## src/rtl/ov7670_frame_writer_pkg.sv

```systemverilog
// Shared video definitions for the capture front end and the filter stages:
// RGB565 field positions, default frame buffer geometry and capture FSM states.
package ov7670_frame_writer_pkg;

    localparam int RGB_R_MSB = 15;
    localparam int RGB_R_LSB = 11;
    localparam int RGB_G_MSB = 10;
    localparam int RGB_G_LSB = 5;
    localparam int RGB_B_MSB = 4;
    localparam int RGB_B_LSB = 0;

    localparam int DEF_IMG_WIDTH  = 160;
    localparam int DEF_IMG_HEIGHT = 120;

    typedef enum logic [1:0] {
        IDLE,
        WAIT_START,
        CAPTURE,
        END
    } cap_state_t;

endpackage

```

## src/rtl/ov7670_frame_writer_rgb565_byte_packer.sv

```systemverilog
// Pairs consecutive camera bytes into RGB565 pixels; the phase restarts at every
// href low so an odd trailing byte is dropped.
module rgb565_byte_packer (
    input  logic        clk,
    input  logic        reset,
    input  logic        href,
    input  logic [7:0]  data,
    output logic        pixel_valid,
    output logic [15:0] pixel
);

    logic       phase;
    logic [7:0] hi;

    always_ff @(posedge clk or posedge reset) begin
        if (reset) begin
            phase <= 1'b0;
            hi    <= '0;
        end else if (href) begin
            phase <= ~phase;
            if (!phase)
                hi <= data;
        end else begin
            phase <= 1'b0;
        end
    end

    assign pixel_valid = href & phase;
    assign pixel       = {hi, data};

endmodule

```

## src/rtl/ov7670_frame_writer.sv

```systemverilog
// OV7670 capture: assembles RGB565, decimates by DECIM in both axes and writes
// the result linearly into the frame buffer with per-frame done/error pulses.
module ov7670_frame_writer
    import ov7670_frame_writer_pkg::*;
#(
    parameter int SRC_WIDTH  = 640,
    parameter int SRC_HEIGHT = 480,
    parameter int DECIM      = 4,
    parameter int IMG_WIDTH  = SRC_WIDTH / DECIM,
    parameter int IMG_HEIGHT = SRC_HEIGHT / DECIM,
    parameter int ADDR_WIDTH = $clog2(IMG_WIDTH * IMG_HEIGHT)
) (
    input  logic                  clk,
    input  logic                  reset,
    input  logic                  capture_en,
    input  logic                  vsync,
    input  logic                  href,
    input  logic [7:0]            data,
    output logic                  we,
    output logic [ADDR_WIDTH-1:0] waddr,
    output logic [15:0]           wdata,
    output logic                  frame_done,
    output logic                  frame_err
);

    localparam int NPIX = IMG_WIDTH * IMG_HEIGHT;
    localparam int XW   = $clog2(SRC_WIDTH + 1);
    localparam int YW   = $clog2(SRC_HEIGHT + 1);
    localparam int CW   = $clog2(NPIX + 1);

    cap_state_t    state, state_nxt;
    logic          in_cap;
    logic          href_q;
    logic [XW-1:0] src_x;
    logic [YW-1:0] src_y;
    logic [CW-1:0] wr_cnt;
    logic          pixel_valid;
    logic [15:0]   pixel;
    logic          keep;

    assign in_cap = (state == CAPTURE);

    rgb565_byte_packer u_packer (
        .clk         (clk),
        .reset       (reset),
        .href        (href & in_cap),
        .data        (data),
        .pixel_valid (pixel_valid),
        .pixel       (pixel)
    );

    // Low coordinate bits zero selects one source pixel per DECIM x DECIM block.
    assign keep = in_cap && pixel_valid
               && (src_x < XW'(SRC_WIDTH)) && (src_y < YW'(SRC_HEIGHT))
               && ((src_x & XW'(DECIM - 1)) == '0)
               && ((src_y & YW'(DECIM - 1)) == '0)
               && (wr_cnt < CW'(NPIX));

    always_ff @(posedge clk or posedge reset) begin
        if (reset)
            state <= IDLE;
        else
            state <= state_nxt;
    end

    always_comb begin
        state_nxt  = state;
        frame_done = 1'b0;
        frame_err  = 1'b0;
        case (state)
            IDLE:       if (capture_en && vsync) state_nxt = WAIT_START;
            WAIT_START: if (!vsync) state_nxt = CAPTURE;
            CAPTURE:    if (vsync) state_nxt = END;
            END: begin
                frame_done = (wr_cnt == CW'(NPIX));
                frame_err  = (wr_cnt != CW'(NPIX));
                state_nxt  = capture_en ? WAIT_START : IDLE;
            end
            default:    state_nxt = IDLE;
        endcase
    end

    always_ff @(posedge clk or posedge reset) begin
        if (reset) begin
            href_q <= 1'b0;
            src_x  <= '0;
            src_y  <= '0;
            wr_cnt <= '0;
            we     <= 1'b0;
            waddr  <= '0;
            wdata  <= '0;
        end else begin
            href_q <= href;
            we     <= 1'b0;
            if (state == WAIT_START) begin
                src_x  <= '0;
                src_y  <= '0;
                wr_cnt <= '0;
                waddr  <= '0;
            end else if (in_cap) begin
                if (!href)
                    src_x <= '0;
                else if (pixel_valid && src_x < XW'(SRC_WIDTH))
                    src_x <= src_x + 1'b1;
                if (href_q && !href && src_y < YW'(SRC_HEIGHT))
                    src_y <= src_y + 1'b1;
                // Address is the write count, so it stays linear without a multiplier.
                if (keep) begin
                    we     <= 1'b1;
                    wdata  <= pixel;
                    waddr  <= wr_cnt[ADDR_WIDTH-1:0];
                    wr_cnt <= wr_cnt + 1'b1;
                end
            end
        end
    end

endmodule
```

## config.mk

```make
export PLATFORM = sky130hd
export DESIGN_NAME = ov7670_frame_writer
export DESIGN_NICKNAME = d
export VERILOG_FILES = /design/src/rtl/ov7670_frame_writer_pkg.sv /design/src/rtl/ov7670_frame_writer_rgb565_byte_packer.sv /design/src/rtl/ov7670_frame_writer.sv
export SDC_FILE = /design/constraint.sdc
export NUM_CORES = 1
export LEC_CHECK = 0
export ABC_AREA = 1
export CORE_MARGIN = 3
export CORE_UTILIZATION = 62
export CTS_BUF_LIST = sky130_fd_sc_hd__clkbuf_4
export DETAILED_ROUTE_END_ITERATION = 6
export GPL_ROUTABILITY_DRIVEN = 0
export PLACE_DENSITY = 0.87
export SETUP_SLACK_MARGIN = 0.15
export SYNTH_ARGS = -nofsm -noshare
export SYNTH_HDL_FRONTEND = slang
export SYNTH_SLANG_ARGS = --single-unit
```

## constraint.sdc

```tcl
create_clock -name clk -period 3.6 [get_ports clk]
set_clock_uncertainty 0.1 [all_clocks]
set_input_delay 0.54 -clock clk [delete_from_list [all_inputs] [get_ports clk]]
set_output_delay 0.54 -clock clk [all_outputs]
set_load 0.05 [all_outputs]
```

==> summary.md <==
| Metric | Value |
|---|---|
| RSZ-0062 raised after global routing | `false` |
| Worst min path class | `reg -> reg` |
| Post_cts resized | `0` |
| Finished Cell Area | `4720 µm²` |
| Final hold vios | `0` |
| Routed WL per cell | `13.3 µm` |
| Max-Slew Margin vs Limit | `44.9%` |
| Seq/Total Area, Yosys | `48.8%` |
| Nets | `599` |
| ANT cells | `0` |
| DIE WIDTH | `86.3 µm` |
| CTS Sinks | `78` |
| Cell area after synthesis | `4000 µm²` |
| Max Root-Sink Buffers | `2` |
| Asr flop ratio synth | `100%` |
| Commonest cells in the netlist | `221 x nand2_1, 78 x dfrtp_1, 56 x inv_1` |
| TritonCTS buffer count | `9` |
| Largest net degree at the start of global routing | `41` |
| Total power | `3.13 mW` |
| Die ar. | `7450 µm²` |
| Slew @ Worst Pin | `0.825 ns` |
| Hold_ws | `0.386 ns` |
| WL final | `8690 µm` |
| GRT Residual Overflow | `0` |
| Max Slew Vio Count | `0` |
| Num rows | `28` |
| Vias in the first global route | `3414` |
| Max Cap Viol | `0` |
| CP max stage cell | `clkdlybuf4s50_1` |
| Port buffer count | `46` |
| Final HPWL DP | `5880 µm` |
| Worst-Skew Late Latency | `0.43 ns` |
| CP Cell Sequence | `inv_1 > ha_1 > nand4_1 > nor2_1 > and2_1 > inv_1 > nor2_1 > clkdlybuf4s50_1` |
| YS warnings | `0` |
| Fillers | `426` |
| Pre-Repair DR Iteration Count | `5` |
| Register area | `1950 µm²` |
| Top FF cell, synth | `dfrtp_1` |
| Placed cell area | `4530 µm²` |
| Gr usage total | `25.4%` |
| CTS Hold Buffers Added | `0` |
| Setup TNS | `0 ns` |
| CP Capture Type | `output port` |
| Post-DRT Antenna Nets | `0` |
| Starting Density | `65.6%` |
| H-tree levels | `3` |
| Layout area overhead | `18.1%` |
| Top cell type's share of synthesized area | `48.8%` |
| Cells after synthesis | `526` |
| Synth Area per Inst | `7.60 µm²` |
| Number of synthesized register bits | `78` |
| Max Fclk | `0.320 GHz` |
| First-pass GRT wire length | `15000 µm` |
| Status | `complete, no violations` |
| Reg clk slew, reported paths | `0.13 ns` |
| Synth area leaders | `dfrtp_1 49%, nand2_1 21%, inv_1 5.3%, nand3_1 4.5%, nor2_1 3.5%` |
| CTS tree | `yes` |
| Area of the multi-input gates | `1740 µm²` |
| LEAKAGE | `2.47 nW` |
| Vias per cell | `5.36` |
| Min Tclk post-route | `3.12 ns` |
| Final Cycle Share | `86.7%` |
| Die height | `86.3 µm` |
| Drt drc | `0` |
| Proportion of layout cells with a drive suffix above 1 | `5.86%` |
| Cell variety after synth | `33` |
| CTS root buffer | `clkbuf_4` |
| Initial antenna violation count | `0` |
| Post-CTS setup buffer count | `0` |
| Max incr delay on CP | `0.81 ns` |
| Post-synth EDFFs | `0` |
| WP data required | `2.96 ns` |
| Peak supply drop | `0.615 mV` |
| Arrival @ worst endpoint | `2.48 ns` |
| Biggest area consumer among synthesized cells | `dfrtp_1` |
| Routed vias | `3508` |
| P per Cell Area | `662 nW/µm²` |
| IO Count | `47` |
| Crit-path max FO | `6` |
| DRT iter0 DRCs | `271` |
| Most frequent cell after synthesis | `nand2_1` |
| CP startpoint kind | `register` |
| Post-synth net total | `550` |
| Core area | `6100 µm²` |
| Crit Path Category | `reg -> out` |
| Setup Viol. Count Final | `0` |
[placed cells by master, fill, tap and decap left out, types with 3 or more instances in the layout]
cell type        count
clkdlybuf4s50_1     46
o21ai_0             20
nor3_1               3
nor2_1              37
dfrtp_1             78
xor2_1               3
clkbuf_4             9
nand2_1            221
ha_1                11
a21oi_1              9
buf_4                6
nand4_1             14
nand3b_1             3
nand3_1             36
inv_1               55
bufinv_16            3
[flip-flops by register name, summed over array words and instances (netlist names)]
signal / count
wr_cnt: 15
src_y: 9
u_packer.hi: 8
waddr: 15
href_q: 1
we: 1
state: 2
wdata: 16
src_x: 10
u_packer.phase: 1
[metrics by stage]
step | setup slack (ns) | instances | util, %
floorplan | 0.965 | 526 | -
CTS | 0.450 | 655 | 77.5
global placement | 0.985 | 639 | 74.3
detailed placement | 0.878 | 639 | 74.3
global route | 0.346 | 655 | 77.5
finish | 0.477 | 655 | 77.5
[path summary, 6_finish.rpt]
path | startpoint | endpoint | cells after the start | slack (ns)
min in group asynchronous | reset | wdata[0] | 2 | 0.48
min | waddr[13] | waddr[13] | 2 | 0.39
max reg2reg | state[1] | src_x[5] | 11 | 1.14
max in group asynchronous | reset | waddr[13] | 3 | 2.21
max | wr_cnt[0] | frame_done | 8 | 0.48
min reg2reg | waddr[13] | waddr[13] | 2 | 0.39
[critical path: cells and delay by family (launching register included)]
family        cells  cell delay, ns
buf+inv           3            0.95
fa+ha+maj         1            0.15
simple gates      4            0.49
flops             1            0.46
[cells by family (layout without fill, tap and decap cells)]
family          Yosys count  in the layout  share of synthesized area, %
xor+xnor                  3              3                         0.657
flops                    78             78                          48.8
compound gates           38             38                          5.32
buf+inv                  73            127                          7.60
simple gates            323            323                          34.2
fa+ha+maj                11             11                          3.44
[report_power, final]
group / total, mW / switching, mW / leakage [nW] / internal [mW]
clock network: 0.680 / 0.326 / 0.0923 / 0.353
registers: 1.19 / 0.136 / 1.06 / 1.06
logic: 1.26 / 0.882 / 1.31 / 0.375
total: 3.13 / 1.34 / 2.47 / 1.78
[layout make-up]
cell class	count	share of cell area, %
clock buffers	9	1.43
inverters	58	4.61
clock inverters	7	2.60
multi-input cells	375	36.9
flip-flops and latches	78	41.3
well taps	75	1.99
repair buffers	53	11.1
[per-layer routing]
| metal | wire, µm | GRT usage, % | up-vias |
|---|---|---|---|
| li1 | - | - | 1742 |
| met1 | 3740 | 32.6 | 1632 |
| met2 | 4250 | 42.1 | 123 |
| met3 | 585 | 6.75 | 11 |
| met4 | 113 | 8.07 | 0 |
| met5 | 0 | 0 | - |
Note: power is estimated with default switching activity, not from simulation.
